### config.mk
export PLATFORM = sky130hd
export DESIGN_NAME = group_scan_bridge_param
export DESIGN_NICKNAME = d
export VERILOG_FILES = /design/src/rtl/group_scan_pkg.sv /design/src/rtl/scan_id_sync_pulse.sv /design/src/rtl/group_scan_bridge_param.sv
export SDC_FILE = /design/constraint.sdc
export NUM_CORES = 1
export LEC_CHECK = 0
export CAP_MARGIN = 10
export CORE_MARGIN = 1
export CORE_UTILIZATION = 35
export CTS_BUF_LIST = sky130_fd_sc_hd__clkbuf_4
export CTS_CLUSTER_DIAMETER = 60
export DETAILED_ROUTE_END_ITERATION = 12
export PLACE_DENSITY = 0.9
export SLEW_MARGIN = 10
export SYNTH_ARGS = -nofsm -noshare
export SYNTH_HDL_FRONTEND = slang
export SYNTH_HIERARCHICAL = 1
export SYNTH_SLANG_ARGS = --single-unit
### constraint.sdc
create_clock -name clk -period 1.6 [get_ports clk]
set_input_delay 0.24 -clock clk [delete_from_list [all_inputs] [get_ports clk]]
set_output_delay 0.24 -clock clk [all_outputs]
set_load 0.01 [all_outputs]
### src/rtl/group_scan_pkg.sv
// group_scan_pkg: shared states, targets, decode bit positions and default widths for the group scan bridge.
package group_scan_pkg;
    typedef enum logic [1:0] {IDLE, ACCESS, RESP} state_t;
    typedef enum logic [1:0] {TGT_SRAM, TGT_CR, TGT_SR} tgt_t;
    localparam int SEL_MEM_BIT     = 11;
    localparam int SEL_SR_BIT      = 10;
    localparam int DEF_ADDR_W      = 20;
    localparam int DEF_DATA_W      = 32;
    localparam int DEF_SRAM_AW     = 11;
    localparam int DEF_CR_W        = 17;
    localparam int DEF_SR_W        = 15;
    localparam int DEF_SEG_W       = 4;
    localparam int DEF_TIMEOUT_CYC = 255;
    function automatic tgt_t decode_tgt(input logic [11:0] a);
        tgt_t t;
        t = TGT_CR;
        if (!a[SEL_MEM_BIT]) t = TGT_SRAM;
        else if (a[SEL_SR_BIT]) t = TGT_SR;
        return t;
    endfunction
endpackage

### src/rtl/scan_id_sync_pulse.sv
// scan_id_sync_pulse: two-flop synchroniser for scan_id with a one-cycle pulse on each rising edge.
module scan_id_sync_pulse (
    input  logic clk,
    input  logic rst_n,
    input  logic scan_id,
    output logic id_valid
);
    logic sync1, sync2, prev;
    always_ff @(posedge clk or negedge rst_n) begin
        if (!rst_n) {sync1, sync2, prev} <= '0;
        else        {sync1, sync2, prev} <= {scan_id, sync1, sync2};
    end
    assign id_valid = sync2 & ~prev;
endmodule

### src/rtl/group_scan_bridge_param.sv
// group_scan_bridge_param: turns scan-ID-qualified static requests into single SRAM or CR/SR transactions.
// Define SCAN_BRIDGE_TIMEOUT_EN to abort an access with an error after TIMEOUT_CYC cycles without ready.
module group_scan_bridge_param
    import group_scan_pkg::*;
#(
    parameter int ADDR_W      = DEF_ADDR_W,
    parameter int DATA_W      = DEF_DATA_W,
    parameter int SRAM_AW     = DEF_SRAM_AW,
    parameter int CR_W        = DEF_CR_W,
    parameter int SR_W        = DEF_SR_W,
    parameter int SEG_W       = DEF_SEG_W,
    parameter int TIMEOUT_CYC = DEF_TIMEOUT_CYC
) (
    input  logic              clk,
    input  logic              rst_n,
    input  logic              scan_id,
    input  logic              static_wen,
    input  logic              static_ren,
    input  logic [ADDR_W-1:0] static_addr,
    input  logic [DATA_W-1:0] static_wdata,
    output logic [DATA_W-1:0] static_rdata,
    output logic              static_ready,
    output logic              static_err,
    output logic              static_overrun,
    output logic              sram_ren,
    output logic              sram_wen,
    output logic [SRAM_AW-1:0] sram_addr,
    output logic [DATA_W-1:0] sram_wdata,
    input  logic [DATA_W-1:0] sram_rdata,
    input  logic              sram_ready,
    output logic              reg_ren,
    output logic              reg_wen,
    output logic [CR_W-1:0]   cr_wdata,
    input  logic [CR_W-1:0]   cr_rdata,
    input  logic [SR_W-1:0]   sr_rdata,
    input  logic              reg_ready,
    output logic [SEG_W-1:0]  seg_id,
    output logic              id_sel
);
    state_t state, state_n;
    tgt_t tgt, tgt_n;
    logic id_valid, take, bad, rdy, tmo, ok, acc_n, c_ren, c_wen;
    logic sram_ren_n, sram_wen_n, reg_ren_n, reg_wen_n;
    logic ren_q, wen_q;
    logic [11:0] addr_q;
    logic [DATA_W-1:0] wdata_q, rd_sel;
    logic unused_addr_hi;

    scan_id_sync_pulse u_sync (.clk(clk), .rst_n(rst_n), .scan_id(scan_id), .id_valid(id_valid));

    assign unused_addr_hi = ^static_addr[ADDR_W-1:12];
    assign take = (state == IDLE) && id_valid;
    assign bad = (static_ren & static_wen) | (static_wen & static_addr[SEL_MEM_BIT] & static_addr[SEL_SR_BIT]);
    assign tgt = decode_tgt(addr_q);
    assign rdy = (tgt == TGT_SRAM) ? sram_ready : reg_ready;
    assign ok = (state == ACCESS) && rdy;

`ifdef SCAN_BRIDGE_TIMEOUT_EN
    localparam int CNT_W = $clog2(TIMEOUT_CYC + 1);
    logic [CNT_W-1:0] cnt;
    // Counter sits at zero outside ACCESS, so every access starts from a clean count.
    always_ff @(posedge clk or negedge rst_n) begin
        if (!rst_n) cnt <= '0;
        else if (state != ACCESS) cnt <= '0;
        else if (!rdy) cnt <= cnt + 1'b1;
    end
    assign tmo = !rdy && (cnt == CNT_W'(TIMEOUT_CYC - 1));
`else
    assign tmo = 1'b0;
`endif

    always_ff @(posedge clk or negedge rst_n) begin
        if (!rst_n) state <= IDLE;
        else        state <= state_n;
    end

    always_comb begin
        state_n = (state == IDLE)   ? ((take && (static_ren || static_wen)) ? (bad ? RESP : ACCESS) : IDLE) :
                  (state == ACCESS) ? ((rdy || tmo) ? RESP : ACCESS) : IDLE;
        c_ren = take ? static_ren : ren_q;
        c_wen = take ? static_wen : wen_q;
        tgt_n = decode_tgt(take ? static_addr[11:0] : addr_q);
        acc_n = (state_n == ACCESS);
        sram_ren_n = acc_n && c_ren && (tgt_n == TGT_SRAM);
        sram_wen_n = acc_n && c_wen && (tgt_n == TGT_SRAM);
        reg_ren_n = acc_n && c_ren && (tgt_n != TGT_SRAM);
        reg_wen_n = acc_n && c_wen && (tgt_n == TGT_CR);
        rd_sel = wen_q ? '0 : (tgt == TGT_SRAM) ? sram_rdata :
                 (tgt == TGT_CR) ? DATA_W'(cr_rdata) : DATA_W'(sr_rdata);
    end

    always_ff @(posedge clk or negedge rst_n) begin
        if (!rst_n) begin
            {ren_q, wen_q, sram_ren, sram_wen, reg_ren, reg_wen, static_err} <= '0;
            addr_q       <= '0;
            wdata_q      <= '0;
            static_rdata <= '0;
        end else begin
            if (take) begin
                ren_q   <= static_ren;
                wen_q   <= static_wen;
                addr_q  <= static_addr[11:0];
                wdata_q <= static_wdata;
            end
            sram_ren <= sram_ren_n;
            sram_wen <= sram_wen_n;
            reg_ren  <= reg_ren_n;
            reg_wen  <= reg_wen_n;
            // Error paths (rejected request or timeout) always return zero data.
            if (state_n == RESP) begin
                static_err   <= !ok;
                static_rdata <= ok ? rd_sel : '0;
            end
        end
    end

    assign static_ready   = (state == RESP);
    assign static_overrun = id_valid && (state != IDLE);
    assign sram_addr      = addr_q[SRAM_AW-1:0];
    assign sram_wdata     = wdata_q;
    assign cr_wdata       = wdata_q[CR_W-1:0];
    assign seg_id         = addr_q[SEG_W-1:0];
    assign id_sel         = addr_q[SEL_SR_BIT];
endmodule

### Yosys cells after proc, flatten, opt, wreduce, memory -nomap -nowiden

Cells that the tools add are included.

* input port bits: 123
* register bits after elaboration: 88
* word-level logic and storage cells: 61
* output and inout port bits: 104

* muxes and demuxes: 17
* bitwise gates (word level): 6
* reduce and logical (&&, ||, !) cells: 17
* equal/unequal tests: 6

Operator list (number)
* 2-to-1 mux 32 bit: 3
* 2-to-1 mux 2 bit: 9
* 2-to-1 mux 17 bit: 1
* 2-to-1 mux 12 bit: 1
* logical AND 1 bit: 10
* == test 2 x 1 -> 1 bit, second input constant: 4
* zero test 2 bit: 3
* AND 1 bit: 4
* == test 2 bit, second input constant: 2
* nonzero test 2 bit: 2
* 2-to-1 mux 1 bit: 3
* zero test 1 bit: 1
* logical OR 1 bit: 1
* NOT 1 bit: 1
* OR 1 bit: 1

### Logic depth before layout (Yosys ltp)

* word-level depth: 10
* depth in mapped cells: 6
* mapped depth without buffers: 5

### By module

The synthesis kept the hierarchy.

By module, submodules not included
* group_scan_bridge_param: seq. area each 2127.0 um^2, area an instance 3816.2 um^2, times used 1, cells each 294
* scan_id_sync_pulse: seq. area each 75.1 um^2, area an instance 88.8 um^2, times used 1, cells each 4

### Worst setup path after synthesis

Ideal clock, no wire load.

* path kind: reg2reg
* start point: register u_sync.prev
* end point: register addr_q[0]
* arrival: 1.425 ns
* path buffers: 2
* data required time: 1.472 ns
* stages on the path, launching flop included: 6
* slack: 0.047 ns
* period minus slack after synthesis: 1.553 ns
* library setup time: 0.128 ns
* cell sequence: dfrtp_1 nor2b_4 nor3b_2 buf_2 buf_4 mux2_1

* word-level cells in the longest chain between the ends: 3

Ends and longest elaborated chain
* start, declared: RTL line scan_id_sync_pulse.sv:8 `logic sync1, sync2, prev;`
* start signal, assigned: RTL line scan_id_sync_pulse.sv:11 `else {sync1, sync2, prev} <= {scan_id, sync1, sync2};`
* NOT 1 bit: RTL line scan_id_sync_pulse.sv:13 `assign id_valid = sync2 & ~prev;`
* AND 1 bit: RTL line scan_id_sync_pulse.sv:13
* net id_valid: RTL line group_scan_bridge_param.sv:42 `logic id_valid, take, bad, rdy, tmo, ok, acc_n, c_ren, c_wen;`
* logical AND 1 bit: RTL line group_scan_bridge_param.sv:52 `assign take = (state == IDLE) && id_valid;`
* end signal, assigned: RTL line group_scan_bridge_param.sv:102 `addr_q <= static_addr[11:0];`
* end, declared: RTL line group_scan_bridge_param.sv:45 `logic [11:0] addr_q;`

The timed path passes the listed nets, and every way through them passes these cells.
A chain may end at the register's enable or synchronous reset.

### Worst setup path in the final report

* start point: register state[1]
* end point: register wdata_q[30] (netlist: sram_wdata[30])

* word-level cells in the longest chain between the ends: 2

Ends and longest elaborated chain
* start, declared: RTL line group_scan_bridge_param.sv:40 `state_t state, state_n;`
* start signal, assigned: RTL line group_scan_bridge_param.sv:74 `else state <= state_n;`
* zero test 2 bit: RTL line group_scan_bridge_param.sv:52
* logical AND 1 bit: RTL line group_scan_bridge_param.sv:52
* end signal, assigned: RTL line group_scan_bridge_param.sv:103 `wdata_q <= static_wdata;`
* end, declared: RTL line group_scan_bridge_param.sv:46 `logic [DATA_W-1:0] wdata_q, rd_sel;`

Every way passes these cells.

==> impl_results.md <==
- Status: finished, final reports clean
- Post-Syn Area per Cell: 13.10 um^2
- Share of the synthesized area in the top cell type: 56.39%
- CTS tree: done
- Area Overhead vs Synth: 64.79%
- Layout Cell Area excl Fill: 0.006435 mm^2
- Critical Path RT: 1900 ps
- GRT Util Overall: 17.86%
- H-tree levels: 3
- CTS buffer count: 9
- Dpl ws: -97.46 ps
- RSZ-0062 raised after global routing: yes
- Final setup TNS: 0 ps
- Initial antenna violation count: 0
- First-pass GRT wire length: 15.47 mm
- Synth warn: 6
- Worst EP arrival: 1880 ps
- Chip width: 107.6 um
- Crit Path Category: register to register
- Initial core utilization: 36.02%
- Placed Cells: 631
- DRC: 0
- Total wire length: 10.44 mm
- Maximum vdd drop: 0.5894 mV
- Fillers: 869
- Hold Path Class: input port to register
- Leakage: 3.244 nW
- Port Buffer Count: 218
- Num ports: 227
- CP Capture Type: register
- Hpwl dp: 7.949 mm
- Synth unique cells: 32
- F_max: 630.2 MHz
- Nets: 644
- Cell Area, Synth: 0.003905 mm^2
- DRT Pass-1 Iters: 4
- Final Instance Count excl. Fillers: 666
- Leading cell type in the layout, fill and taps excluded: clkdlybuf4s50_1
- Fin crit period: 1587 ps
- Die Ht: 107.6 um
- DR vias: 3214
- Area of the die: 0.01158 mm^2
- Most frequent cells in the layout: clkdlybuf4s50_1, dfrtp_1, dlygate4sd2_1
- Gpl congestion: 0.8090
- Drt initial violations: 153
- Row count: 38
- Clock latency on the worst-skew pair: 420 ps
- FF+latch count, synth: 88
- Top post-synthesis cells by area: dfrtp_1, mux2_1, a22o_1
- Layout cells sized above 1: 14.07%
- GR Overflow Total: 0
- Drt wl/cell: 15.67 um
- Average vias per placed instance: 4.826
- Final hold violation count: 0
- Area after DPL: 0.006146 mm^2
- CTS root buf: clkbuf_4
- CTS Sinks: 88
- Worst setup margin: 13.09 ps
- Clock-pin transition on the worst setup and hold timing paths: 130 ps
- Worst Tran Pin Value: 478.9 ps
- Vias in the first global route: 3206
- Worst-path maximum fanout: 4
- Final core utilization: 59.36%
- Syn_nets: 421
- P per Cell Area: 1200 mW/mm^2
- Top cell type by total area after synthesis: dfrtp_1
- Slew headroom: 68.08%
- Largest net degree at the start of global routing: 42
- Max-Cap Viols: 0
- Count of pins over their slew limit: 0
- Antenna fix cells: 0
- Clock tree buffer depth: 2
- Core Region: 0.01084 mm^2
- Clock Skew: 25.81 ps
- Final setup viols: 0
- Crit start category: register
- Fin crit share: 99.18%
- Gate Count Post-Synth: 298
- Sequential area share after synthesis: 56.39%
- DRT antenna net count: 0
[synth_stat cells, drive strengths merged]
cell type	n
dfrtp	88
buf	45
mux2	45
a22o	31
a21oi	21
nor2	18
mux2i	17
nor2b	6
inv	5
clkbuf	3
a21o	2
a32oi	2
o32ai	2
a22oi	1
and2b	1
and4bb	1
nand2	1
nand2b	1
nand4bb	1
nor3	1
nor3b	1
nor4b	1
o21a	1
o21ai	1
or3	1
or4	1
[critical path: stages (launching register included)]
cell and delay, ps:
dfrtp_2 450, buf_4 140, nor3b_4 230, buf_4 180, buf_4 140, mux2_1 320
[stage by stage]
stage / hold slack, ps / total power, mW
after detailed placement: 229.0 / 6.690
after CTS: 204.7 / 7.857
after global routing: 213.5 / 8.193
after floorplan: -55.59 / 4.810
after global placement: 218.7 / 6.575
final: 235.5 / 7.720
[state kept, by name (all words and copies together), names as in the netlist, 2 cells and up]
| name | count |
|---|---|
| addr_q | 12 |
| sram_wdata | 32 |
| state | 2 |
| static_rdata | 32 |
[cell families after synthesis]
group | count (synthesis) | synth area share, %
muxes | 62 | 17.43
buffers and inverters | 53 | 8.939
DFF | 88 | 56.39
AOI/OAI and AO/OA | 61 | 11.66
and+or+nand+nor | 34 | 5.575
[routing by layer]
layer / global-route usage, % / wire, um
met2: 32.10 / 5372
met5: 0 / 0
met4: 8.611 / 174
met1: 19.51 / 3986
met3: 4.479 / 905
[final cells by class]
type                            instances  area [um^2]  share of cell area (%)
Clock buffer                           12        90.09                   1.400
Clock inverter                          4        68.82                   1.069
Inverter                                5        18.77                  0.2917
Multi-Input combinational cell        157         1368                   21.25
Sequential cell                        88         2206                   34.28
Tap cell                              140        175.2                   2.722
Timing Repair Buffer                  260         2509                   38.99
[worst paths after layout]
kind / slack [ps] / cells past startpoint / end / from
max reg2reg: 10 / 5 / sram_wdata[30] / state[1]
min in group asynchronous: 320 / 2 / static_rdata[0] / rst_n
max: 10 / 5 / sram_wdata[30] / state[1]
min reg2reg: 370 / 0 / u_sync/sync2 / u_sync/sync1
min: 240 / 1 / u_sync/sync1 / scan_id
max in group asynchronous: 670 / 3 / sram_wdata[4] / rst_n
[power by group]
group | total (mW) | internal (mW) | switching [mW]
clock network | 1.37 | 0.682 | 0.687
logic | 3.17 | 1.81 | 1.36
registers | 3.18 | 2.83 | 0.357
[repair_timing]
item	CTS	global route
hold buffers	1	0
endpoints found under the hold margin	34	0
setup buffers	18	0
gates resized for setup	81	31
setup endpoints to repair	80	78
Note: power is estimated with default switching activity, not from simulation.
